$ cat src/rtl/seg7_scanner_pkg.sv
// Shared constants for the seven-segment scanner.
//   HEX_SEG          : nibble -> active-low cathode code, bit order g..a
//   SEG_OFF          : all cathodes off
//   SCAN_DIV_DEFAULT : default refresh divider width
package seg7_scanner_pkg;

  localparam int unsigned SCAN_DIV_DEFAULT = 17;

  localparam logic [6:0] SEG_OFF = 7'h7F;

  localparam logic [6:0] HEX_SEG [16] = '{
    7'h40, 7'h79, 7'h24, 7'h30,
    7'h19, 7'h12, 7'h02, 7'h78,
    7'h00, 7'h10, 7'h08, 7'h03,
    7'h46, 7'h21, 7'h06, 7'h0E
  };

endpackage

$ cat src/rtl/seg7_scanner_hex7seg.sv
// Combinational hex digit decoder.
//   nib : 4-bit value to show
//   seg : active-low cathodes, seg[0]=a .. seg[6]=g
module hex7seg
  import seg7_scanner_pkg::*;
(
  input  logic [3:0] nib,
  output logic [6:0] seg
);

  always_comb begin
    seg = HEX_SEG[nib];
  end

endmodule

$ cat src/rtl/seg7_scanner.sv
// Time-multiplexed hexadecimal display driver for an N-digit common-anode
// seven-segment display. The input value is snapshotted once per scan frame
// so a running counter never tears across digits.
//   clk        : system clock, rising edge
//   rst_n      : synchronous active-low reset
//   value      : counter value to display (4*DIGITS bits)
//   hold       : 1 = keep current snapshot, ignore value
//   dp_mask    : per-digit decimal point enable (1 = lit)
//   an         : digit enables, active low (one low, or all high)
//   seg        : cathodes, active low, seg[0]=a .. seg[6]=g
//   dp         : decimal point, active low
//   frame_tick : one-cycle pulse at each frame start
module seg7_scanner
  import seg7_scanner_pkg::*;
#(
  parameter int DIGITS   = 8,
  parameter int SCAN_DIV = SCAN_DIV_DEFAULT,
  parameter int BLANK_LZ = 1
) (
  input  logic                  clk,
  input  logic                  rst_n,
  input  logic [4*DIGITS-1:0]   value,
  input  logic                  hold,
  input  logic [DIGITS-1:0]     dp_mask,
  output logic [DIGITS-1:0]     an,
  output logic [6:0]            seg,
  output logic                  dp,
  output logic                  frame_tick
);

  localparam int          IDXW = (DIGITS > 1) ? $clog2(DIGITS) : 1;
  localparam int unsigned ND   = DIGITS;

  logic [SCAN_DIV-1:0]  div;
  logic [IDXW-1:0]      idx;
  logic [4*DIGITS-1:0]  snap;
  logic [4*DIGITS-1:0]  snap_next;
  logic                 frame_start;
  logic [3:0]           nib;
  logic [6:0]           nib_seg;
  logic                 hi_zero;
  logic                 blank;
  logic [DIGITS-1:0]    an_next;

  hex7seg u_hex7seg (
    .nib (nib),
    .seg (nib_seg)
  );

  always_comb begin
    frame_start = (div == '0) && (idx == '0);
    snap_next   = (frame_start && !hold) ? value : snap;
    nib         = snap_next[4*idx +: 4];
    an_next     = ~(DIGITS'(1) << idx);

    // The current digit is a leading zero when it and every digit above it
    // are zero; digit 0 always stays lit so a zero value still shows "0".
    hi_zero = 1'b1;
    for (int unsigned i = 0; i < ND; i++) begin
      if ((i >= 32'(idx)) && (snap_next[4*i +: 4] != 4'h0)) begin
        hi_zero = 1'b0;
      end
    end
    blank = (BLANK_LZ != 0) && (idx != '0) && hi_zero;
  end

  always_ff @(posedge clk) begin
    if (!rst_n) begin
      div        <= '0;
      idx        <= '0;
      snap       <= '0;
      an         <= '1;
      seg        <= SEG_OFF;
      dp         <= 1'b1;
      frame_tick <= 1'b0;
    end else begin
      div        <= div + 1'b1;
      snap       <= snap_next;
      frame_tick <= frame_start;
      if (div == '1) begin
        idx <= (idx == IDXW'(DIGITS - 1)) ? '0 : idx + 1'b1;
      end
      if (blank) begin
        an  <= '1;
        seg <= SEG_OFF;
        dp  <= 1'b1;
      end else begin
        an  <= an_next;
        seg <= nib_seg;
        dp  <= ~dp_mask[idx];
      end
    end
  end

endmodule

$ cat config.mk
export PLATFORM = sky130hd
export DESIGN_NAME = seg7_scanner
export DESIGN_NICKNAME = d
export VERILOG_FILES = /design/src/rtl/seg7_scanner_pkg.sv /design/src/rtl/seg7_scanner_hex7seg.sv /design/src/rtl/seg7_scanner.sv
export SDC_FILE = /design/constraint.sdc
export NUM_CORES = 1
export LEC_CHECK = 0
export ABC_AREA = 1
export BUFFER_PORTS_ARGS = -buffer_cell sky130_fd_sc_hd__clkbuf_2
export CORE_UTILIZATION = 61
export CTS_CLUSTER_SIZE = 28
export DETAILED_ROUTE_END_ITERATION = 12
export PLACE_DENSITY = 0.88
export RECOVER_POWER = 100
export SYNTH_ARGS = -nofsm -noshare
export SYNTH_HDL_FRONTEND = slang
export SYNTH_SLANG_ARGS = --single-unit
export TNS_END_PERCENT = 5
$ cat constraint.sdc
create_clock -name clk -period 7.49 [get_ports clk]
set_input_delay 0.749 -clock clk [delete_from_list [all_inputs] [get_ports clk]]
set_output_delay 0.749 -clock clk [all_outputs]
set_load 0.005 [all_outputs]
==> results of run 1 <==
## stage by stage
| stage | util [%] | setup slack [ns] | cell area [um2] | total power [mW] |
|---|---|---|---|---|
| 2_1_floorplan | - | 4.68 | 3830 | 0.551 |
| 3_3_place_gp | 68.1 | 3.69 | 4080 | 0.588 |
| 3_5_place_dp | 68.1 | 3.55 | 4080 | 0.593 |
| 4_1_cts | 71.8 | 3.47 | 4300 | 0.932 |
| 5_1_grt | 70.4 | 1.62 | 4220 | 0.970 |
| 6_report | 70.4 | 2.06 | 4220 | 0.922 |
## sequential cells by signal, indices dropped and copies added, names as in the netlist
name / count
idx: 3
div: 17
frame_tick: 1
an: 8
dp: 1
snap: 32
seg: 7
## power breakdown
group	internal, mW	leakage [nW]	total, mW	switching [mW]
Combinational	0.0623	1.41	0.181	0.118
Clock	0.196	0.112	0.342	0.146
Sequential	0.392	0.566	0.399	0.00744
Total	0.650	2.09	0.922	0.272
## layout make-up
cell class / count / area [um2]
clock buffer: 10 / 138
clock inverter: 6 / 86.3
fill: 522 / 1770
inverter: 90 / 338
multi-input combinational: 377 / 1900
sequential: 69 / 1380
tap: 75 / 93.8
timing repair buffer: 60 / 282
## worst paths after layout
path,start,endpoint,slack (ns)
worst max register to register,idx[0],seg[3],2.06
worst max-delay path,idx[0],seg[3],2.06
worst min-delay path,snap[21],snap[21],0.48
worst min register to register,snap[21],snap[21],0.48
## cells in the final DEF (no fill, tap or decap), types with 2 or more instances in the layout
master     Yosys  layout
clkbuf_2       0      45
nand2_1      135     139
bufinv_16      0       2
nor2_1        55      57
nand4_1       23      23
nor2_2         4       3
nand3_1       48      50
clkinv_1       3       3
o21ai_0       15      23
o21ai_2        6       2
clkinv_2       0       2
nand3_2        8       8
inv_1         85      86
nand2_2       15      11
clkbuf_8       0      10
and2_0         0       2
o21ai_1        7       3
dfxtp_1       69      69
xor2_1         2       2
clkbuf_1       9      14
ha_1          14      14
nor4_1         2       2
nor3_1        10      10
a21oi_1       19      19
## logic make-up after synthesis
family	count (synthesis)	share of synthesized area, %
AO/OA/AOI/OAI	52	8.00
XOR/XNOR	2	0.457
adder cells (fa/ha/maj)	14	4.57
buffers and inverters	112	12.7
flip-flops	69	36.1
AND/OR/NAND/NOR	309	38.2
## worst max-delay path: stages, from the launching register on
cell     delay [ns]
dfxtp_1        0.56
inv_1          0.53
ha_1           0.25
inv_1          0.06
nor2_1         0.24
nand3_1        0.30
nor2_8         0.34
nand3_1        1.15
o21ai_0        0.79
nand2_1        0.09
nand3_1        0.09
nand2_1        0.07
nor2_1         0.25
ha_1           0.31
inv_1          0.06
nand2_1        0.05
nand2_1        0.08
nand2_1        0.06
nand3_2        0.08
## routing by layer
| layer | GRT usage, % | vias up | part of all wire (%) |
|---|---|---|---|
| li1 | - | 1858 | - |
| met1 | 33.7 | 1640 | 43 |
| met2 | 51.8 | 107 | 50 |
| met3 | 4.72 | 18 | 5.1 |
| met4 | 12.1 | 0 | 2.0 |
| met5 | 0 | - | 0 |
==> flow_results.org, run 1 <==
** Finish
- Layout cell share with drive strength beyond 1 :: 14.9%
- Final instance count without filler cells :: 687
- Area growth from synthesis to layout :: 10.2%
- The repair_antennas step left the layout with diodes totalling 0.
- After the last flow step, the layout net total stands at 664.

** Clock tree
- CTS clock-pin slew for the worst setup and hold paths :: 0.08 ns
- H-tree depth :: 3
- No sink is reached through more buffers than the 2 on the longest clock path.
- Root Buffer :: clkbuf_8
- TritonCTS built the clock tree.
- In this run, CTS created clock tree buffers numbering 9.
- # clock sinks :: 69
- Worst-skew pair later-pin latency :: 0.35 ns
- CTS-repair resized insts :: 0
- Cts-stage hold buffer count :: 0
- Once the clock tree was built, the setup fixing pass inserted 0 buffers.

** Synth
- After synthesis, the netlist uses 36 different library cells.
- Combined area of all synthesized cells :: 0.00383 mm2
- Sequential cells were found to cover 36.1% of the synthesized design area.
- Counting flops and latches in the post-synthesis netlist gives 69.
- Summed over all instances, the cell type with the most area after synthesis is dfxtp_1.
- The commonest cells after synthesis are 135 x nand2_1, 85 x inv_1, 69 x dfxtp_1, 55 x nor2_1, 48 x nand3_1.
- When the netlist entered floorplanning its net count stood at 615.
- Post-Synthesis Cells :: 558
- Among all flip-flop cells after synthesis, the most frequent one is dfxtp_1.
- Share of Yosys cell area claimed by the top area cell type :: 36.1%
- Warnings, synthesis :: 0
- Post-Synthesis Mean Instance Area :: 6.87 um2
- In the post-synthesis netlist, the cell with the most instances is nand2_1.
- Cell types with the largest area share after synthesis :: dfxtp_1 36%, nand2_1 13%, inv_1 8.3%, nand3_1 6.3%, nor2_1 5.4%
- EDFF count, synth :: 0
- After synthesis, the share of flip-flops with an asynchronous set or reset is 0%.

** Placed design
- At the end of routability-driven placement, the weighted congestion stood at 0.920.
- Once placement completed, the tool counted placed cells totaling 671.
- Buffers on Ports :: 59
- Once detailed placement completed, the half-perimeter wirelength came to 6.44 mm.

** Setup path
- Data on the critical path is required at its endpoint by 7.79 ns.
- Counting cells, the worst reg-to-reg path comes to 18.
- Data on the critical path arrives at its endpoint at 5.73 ns.
- STA classifies the critical path endpoint as a flop.
- The worst setup path is launched from a flop.
- In this run the worst path has a maximum fanout of 41.
- Worst setup path class :: flop to flop

** Power
- Static leakage :: 2.09 nW
- Power per Cell Area :: 219 mW/mm2
- Maximum vdd drop :: 0.000156 V

** Global route
- Across every metal layer, demand over resource in global routing totals 28.9%.
- For this run the aggregate overflow at the end of global routing stands at 0.
- The number of global-route vias before repair came to 3,242.
- Global-route wire length before repair :: 14.4 mm
- Antenna violations before repair :: 0
- Largest net degree at the start of global routing :: 43

** STA
- Part of the cycle the worst path needs :: 72.5%
- Final number of setup-violating endpoints :: 0
- Post-route setup TNS :: 0 ns
- For this run, the top clock speed supported by timing is 184 MHz.
- Counting I/O delays and the setup requirement, the final critical path takes 5.43 ns.
- Unrepaired setup endpoints after global routing :: false
- Number of endpoints with negative hold slack in the final report :: 0
- Clk_skew :: 0.00946 ns
- Pins Over Slew Limit :: 85
- Tightest hold margin :: 0.476 ns
- Normalized max-slew margin :: -25.4%
- At the pin with the least slew margin, the transition time is 1.88 ns.

** Drt
- Drt first pass iters :: 5
- Routed length per placed instance :: 12.9 um
- After detailed routing, the number of remaining DRC violations is 0.
- Dividing the detail-routed via count by the number of cells gives 5.27.
- For this block, the routed nets add up to 8.85 mm of wire.
- Count of vias placed by the detailed router :: 3,623
- Once detail routing completed, the nets flagged for antenna violations numbered 0.
- After the first detailed-routing iteration, the DRC count stood at 217.

** Floorplan
- Die Ht :: 81.3 um
- Full die area :: 0.00660 mm2
- Area of the core region :: 0.00599 mm2
- Number of primary I/O pins :: 60
- Chip Width :: 81.3 um
- The initial utilization of the core area, before any placement, comes to 64.0%.
- The initialized floorplan defines 28 standard-cell rows.

** Min path
- The min-delay analysis places its worst path in the category flop to flop.
- Worst hold path stage count :: 2

** Status
- Violations in the final reports :: capacitance limit, slew limit
- The run finished, with violations left.

** Run
- The tool flagged a number of max-cap violations equal to 2.
Note: power is estimated with default switching activity, not from simulation.
==> inputs of run 2 (changes only) <==
--- a/config.mk
+++ b/config.mk
@@ -7,10 +7,10 @@
 export LEC_CHECK = 0
 export ABC_AREA = 1
 export BUFFER_PORTS_ARGS = -buffer_cell sky130_fd_sc_hd__clkbuf_2
-export CORE_UTILIZATION = 61
+export CORE_UTILIZATION = 51
 export CTS_CLUSTER_SIZE = 28
 export DETAILED_ROUTE_END_ITERATION = 12
-export PLACE_DENSITY = 0.88
+export PLACE_DENSITY = 0.79
 export RECOVER_POWER = 100
 export SYNTH_ARGS = -nofsm -noshare
 export SYNTH_HDL_FRONTEND = slang
==> constraint.sdc (replaced) <==
create_clock -name clk -period 4.5 [get_ports clk]
set_input_delay 0.45 -clock clk [delete_from_list [all_inputs] [get_ports clk]]
set_output_delay 0.45 -clock clk [all_outputs]
set_load 0.005 [all_outputs]
==> run 2 against run 1 <==
  * The run still ends with capacitance limit, slew limit left
  * Die area is 19% higher
  * Count of clock-buffer cells in the layout is 1 lower
  * Clock power is 59% higher
  * Register-to-register slack worse by 1.3 ns
  * Maximum frequency is 47% higher
  * Utilization is 12 points lower
  * Wire length is 0.46% lower
  * Non-clock buffer count is 3 higher
  * Critical endpoint unchanged
==> flow_results.org, run 2 (synthesis results as in run 1) <==
** Run
- The tool flagged a number of max-cap violations equal to 1.

** Min path
- Worst min path class :: input port to flop

** Global route
- Global-route wire length before repair :: 14.5 mm
- Number of global-route vias before repair :: 3,215
- Largest net degree at the start of global routing :: 43
- Total routing usage reported by global routing :: 24.6%
- Antenna violations before repair :: 0
- Overflow after GRT :: 0

** STA
- Final number of setup-violating endpoints :: 0
- The worst pin sits at a relative slew slack of -28.5%.
- The final hold violation count is 0.
- Clk_skew :: 0.00552 ns
- Actual transition at the worst max-transition pin :: 1.93 ns
- The final number of max-transition violations came to 43.
- The worst path uses 82.1% of the clock period.
- Subtracting the final worst setup slack from the clock period gives 3.69 ns.
- After routing, the total negative slack on setup checks comes to 0 ns.
- After layout, the worst setup slack is 0.806 ns.
- Setup repair after global routing left no endpoint under its margin.
- Fmax achieved :: 271 MHz

** Setup path
- For the worst setup path, the data required time is 4.79 ns.
- Most used cell along the critical path :: nand2_1
- CP endpoint kind :: flop
- Count of buffer and inverter cells on the critical path :: 3
- Kind of start point of the critical path :: flop
- Arrival time of the worst setup path :: 3.99 ns
- Cell-by-cell listing of the critical path :: inv_1 > ha_1 > inv_1 > nor2_1 > nand3_1 > nor2_8 > nand3_4 > o21ai_0 > nand2_1 > nand3_1 > nand2_1 > nor2_1 > ha_1 > inv_1 > nand2_1 > nand2_1 > nand2_1 > nand3_2
- The worst register-to-register path has a setup slack of 0.81 ns.
- The worst register-to-register path has a depth of 18.
- In this run the worst path has a maximum fanout of 41.
- Crit path capture :: seg[3]
- Beginning of the critical path :: idx[1]
- The worst register-to-register path ends at seg[3].
- In this run the number of cells on the critical path is 18.
- In this design, the largest share of critical-path delay is due to simple AND/OR/NAND/NOR gates.
- Slowest CP cell :: o21ai_0
- Startpoint of the worst register-to-register path :: idx[1]
- In this design, the stage delay of the slowest critical-path cell is 0.44 ns.
- Worst setup path class :: flop to flop

** Floorplan
- Area of the core region :: 0.00725 mm2
- During I/O placement, the number of pins put on the boundary was 60.
- Die Ht :: 88.7 um
- Chip Width :: 88.7 um
- Row count :: 31
- The initial utilization of the core area, before any placement, comes to 52.8%.
- Full die area :: 0.00786 mm2

** Clock tree
- Buffers added to address setup during post-CTS repair amount to 0.
- Clock-pin slew was measured on the worst setup and hold paths at 0.07 ns.
- Number of buffers between clock root and the deepest sink :: 2
- Buffers inserted to repair hold after CTS numbered 0.
- Clock tree synthesis inserted a total of 9 buffers.
- The root buffer cell chosen for the clock tree is clkbuf_8.
- CTS tree :: done
- Clock tree synthesis found a total of 69 sinks.
- The clock tree synthesis step divided the H-tree into 3 levels.
- CTS-repair resized insts :: 0
- Worst-skew pair later-pin latency :: 0.35 ns

** Drt
- Before antenna repair, the detailed router went through 4 iterations.
- Detailed router's first-iteration violation count :: 249
- Summed over all layers, the routed wires come to 8.81 mm.
- Drt via density :: 4.96
- Count of vias placed by the detailed router :: 3,539
- Routed length per placed instance :: 12.3 um
- Once detail routing completed, the nets flagged for antenna violations numbered 0.
- In the routed design, unresolved DRC markers number 0.

** Finish
- Excluding fillers, the count of instances in the completed layout stands at 714.
- Commonest non-fill, non-tap cell in the layout :: nand2_1
- FILL cells :: 717
- Register with the most flip-flops :: snap
- In the final layout, the multi-input gates occupy 0.00191 mm2.
- From synthesis to final layout, the design area changed by 11.3%.
- Cells with a size suffix above 1 make up 14.8% of the layout.
- Most frequent cells in the layout :: 141 x nand2_1, 86 x inv_1, 69 x dfxtp_1
- Combined flip-flop and latch cell area :: 0.00138 mm2
- Top flop regs :: snap (32), div (17), an (8)
- The net count of the finished layout is 667.
- The register with the most flip-flops in the layout has 32 of them.
- Antenna fix cells :: 0

** Placed design
- Number of cells after detailed placement :: 698
- Buffers on Ports :: 59
- Post-detail-place hpwl :: 6.51 mm
- Routability-driven placement finished with a final weighted congestion of 0.961.
- Pre-CTS setup slack :: 1.07 ns

** Power
- Dividing total power by cell area gives a power density of 354 mW/mm2.
- In this run the static leakage power is 2.10 nW.
- IR analysis of the VDD net gives a maximum drop of 0.000207 V.

** Status
- The final reports fail on capacitance limit, slew limit.
- The flow ran to the end, but the final reports show violations.
==> run 2: worst min-delay path: cells and delay by family <==
family          cells  cell delay, ns
compound gates      1            0.07
buf+inv             1            0.09
simple gates        1            0.08
==> run 2: layout make-up <==
cell class                 instances  area share, %
multi-input combinational        377           44.7
sequential                        69           32.4
inverter                          90           7.92
timing repair buffer              63           7.10
clock buffer                       9           2.90
tap                               99           2.90
clock inverter                     7           2.11
==> run 2: metal layers <==
metal / global-route usage (%) / routed length, um / vias up
met5: 0 / 0 / -
met4: 14.2 / 285 / 0
met3: 5.78 / 511 / 24
met2: 39.4 / 4070 / 101
met1: 30.4 / 3940 / 1548
li1: - / - / 1866
==> run 2: worst min-delay path by stage <==
stage,start,endpoint,cells past startpoint
2_1_floorplan,div[0],div[0],1
3_3_place_gp,div[0],div[0],1
3_5_place_dp,div[0],div[0],1
4_1_cts,value[28],snap[28],3
5_1_grt,value[24],snap[24],3
6_report,value[24],snap[24],3
==> run 2: power by group <==
part	switching, mW	total [mW]	internal [mW]
registers	0.0120	0.665	0.653
logic	0.198	0.299	0.101
clock network	0.237	0.545	0.309
total	0.446	1.51	1.06
==> run 2: through the flow <==
| step | cell area (um2) | utilization [%] | hold WS (ns) | power (mW) |
|---|---|---|---|---|
| after floorplan | 3830 | - | 0.430 | 0.918 |
| after global placement | 4130 | 56.9 | 0.444 | 0.980 |
| after detailed placement | 4130 | 56.9 | 0.454 | 0.988 |
| after CTS | 4340 | 59.9 | 0.361 | 1.53 |
| after global routing | 4270 | 58.8 | 0.372 | 1.60 |
| final | 4270 | 58.8 | 0.371 | 1.51 |
==> inputs of run 3 (changes only) <==
==> constraint.sdc (replaced) <==
create_clock -name clk -period 3.18 [get_ports clk]
set_input_delay 0.318 -clock clk [delete_from_list [all_inputs] [get_ports clk]]
set_output_delay 0.318 -clock clk [all_outputs]
set_load 0.005 [all_outputs]
==> run 3 against run 2 <==
  * The run still ends with capacitance limit, slew limit left
  * Die area did not move
  * Critical path depth fell by 2
  * First-iteration DRC count fell by 0.40%
  * Maximum frequency rose by 28%
  * Setup slack got worse by 0.51 ns
  * Power rose by 46%
  * Count of clock-buffer cells in the layout rose by 3
  * Critical endpoint is now seg[4]
  * Largest power group unchanged
==> flow_results.org, run 3 (synthesis results as in run 1) <==
** Floorplan
- The floorplan step set the die height to 88.7 um.
- After floorplanning, the core was sized to cover 0.00725 mm2.
- Measured along the x axis, the die boundary spans 88.7 um.
- After floorplanning, the core was divided into 31 placement rows.
- For this configuration, the core starts out at a cell density of 52.8%.
- In this run the count of I/O pins placed on the die edge is 60.
- Full die area :: 0.00786 mm2

** STA
- The final hold violation count is 0.
- Normalized max-slew margin :: -25.8%
- Part of the cycle the worst path needs :: 90.6%
- Unrepaired setup endpoints after global routing :: false
- Post-route setup TNS :: 0 ns
- For the pin with the worst max-slew slack, the measured transition is 1.89 ns.
- Post-layout min period :: 2.88 ns
- The final number of max-transition violations was 43.
- Clk_skew :: 0.00580 ns
- PnR worst setup slack :: 0.300 ns
- Setup violations remaining at the end of the flow were counted as 0.
- Based on the critical path, the design can be clocked at up to 347 MHz.

** Setup path
- In this run the worst path has a maximum fanout of 15.
- The worst setup path is launched from a flop.
- The setup path with the least slack is of type flop to flop.
- For the worst flop-to-flop path, the logic depth is 16.
- STA classifies the critical path endpoint as a flop.
- Data on the critical path is required at its endpoint by 3.38 ns.
- Arrival time of the worst setup path :: 3.08 ns

** Placed design
- Routability-driven placement finished with a final weighted congestion of 0.900.
- After detailed placement, the total cell area comes to 0.00419 mm2.
- Buffers on Ports :: 59
- Post-detail-place hpwl :: 6.81 mm
- OpenSTA, run right after detailed placement, puts the worst setup slack at 0.248 ns.

** Drt
- Wire length reported by the detailed router :: 9.34 mm
- The pre-antenna-repair detailed-routing pass consisted of 5 iterations.
- Count of vias placed by the detailed router :: 3,685
- Routed wire length on met3 :: 550 um
- Number of remaining DRC errors :: 0
- Routed length per placed instance :: 12.9 um
- Detailed router's first-iteration violation count :: 248
- The detailed router put a total of 4.08 mm of wire on met1.
- The routed design uses 4.43 mm of met2 wire.
- Once detail routing completed, the nets flagged for antenna violations numbered 0.
- Dividing the detail-routed via count by the number of cells gives 5.10.
- Top routing layer used :: met4

** Clock tree
- Clock-pin slew was measured on the worst setup and hold paths at 0.07 ns.
- # clock sinks :: 69
- In this run, post-CTS hold repair placed 0 buffers.
- Number of buffers inserted during clock tree synthesis :: 9
- After clock tree synthesis, the setup repair step added 0 buffers.
- CTS tree :: done
- H-tree depth :: 3
- The clock passes through at most 2 buffers.
- The later pin in the worst-skew pair is clocked with a latency of 0.35 ns.
- Once the clock tree was built, the resizer swapped 0 gates to a different size.
- Root Buffer :: clkbuf_8

** Finish
- The register with the most flip-flops in the layout has 32 of them.
- Commonest non-fill, non-tap cell in the layout :: nand2_1
- The number of antenna diodes in the final layout is 0.
- Top flop regs :: snap (32), div (17), an (8)
- Register with the most flip-flops :: snap
- Relative to the synthesized area, the layout overhead comes to 14.7%.
- Cells with a size suffix above 1 make up 17.8% of the layout.
- # nets final :: 676
- Final instance area :: 0.00440 mm2
- Leaving out fill and tap cells, the most frequent cells in the layout are 135 x nand2_1, 84 x inv_1, 69 x dfxtp_1.

** Power
- Static leakage :: 2.16 nW
- In this run the power density over the cells is 502 mW/mm2.
- IR analysis of the VDD net gives a maximum drop of 0.000269 V.

** Global route
- Antenna violations before repair :: 0
- In the global route stage, overall resource usage came out at 25.7%.
- Global routing finished with a remaining overflow of 0.
- Global-route wire length before repair :: 15.2 mm
- Number of global-route vias before repair :: 3,336
- Largest net degree at the start of global routing :: 43

** Min path
- Worst hold path stage count :: 3
- Worst min path class :: input port to flop

** Status
- The run finished, with violations left.
- The checks that failed: capacitance limit, slew limit.

** Run
- Across the run, the number of max-cap violations was 1.
[run 3: changes by cell type in the layout (fill, tap and decap cells not counted), moves of 3 or more]
cell / previous run / this run
nand2_2: 9 / 15
o21ai_2: 1 / 6
o21ai_0: 24 / 16
buf_4: 3 / 9
o21ai_1: 3 / 6
nand2_1: 141 / 135
clkbuf_1: 16 / 19
[run 3: power breakdown]
part	switching, mW	total [mW]	internal, mW
clock network	0.326	0.808	0.482
registers	0.0173	0.941	0.924
logic	0.298	0.456	0.158
[run 3: path summary, 6_finish.rpt]
path	startpoint	endpoint	slack, ns
min	value[31]	snap[31]	0.24
max	idx[1]	seg[4]	0.30
min reg2reg	div[0]	div[0]	0.47
max reg2reg	idx[1]	seg[4]	0.30
[run 3: layout make-up]
cell class	count	area, um2
repair buffers	71	365
multi-input cells	378	1960
clock inverters	4	70.1
fillers	684	2860
clock buffers	12	155
flip-flops and latches	69	1380
inverters	90	338
well taps	99	124
[run 3: layer usage]
layer / up-vias / global-route usage [%]
li1: 1883 / -
met2: 118 / 44.0
met3: 26 / 6.34
met4: 0 / 11.1
met1: 1658 / 30.6
met5: - / 0
[run 3: per-stage QoR]
step	cells	hold slack [ns]	util (%)	power (mW)
after floorplan	558	0.430	-	1.30
after global placement	706	0.445	57.8	1.40
after detailed placement	706	0.454	57.8	1.41
after CTS	722	0.236	60.9	2.21
after global routing	723	0.238	60.6	2.33
final	723	0.241	60.6	2.20
[run 3: worst max-delay path: stages (launching register included)]
cell,delay (ns)
dfxtp_1,0.32
inv_2,0.10
ha_1,0.19
inv_2,0.06
nor2_4,0.12
nand3_4,0.12
nor2_8,0.15
nand3_4,0.17
clkbuf_2,0.24
nand2_1,0.08
o21ai_0,0.17
nand3_1,0.20
nand2_1,0.08
nand2_1,0.08
nor2_2,0.05
a21oi_4,0.43
nand3_1,0.16
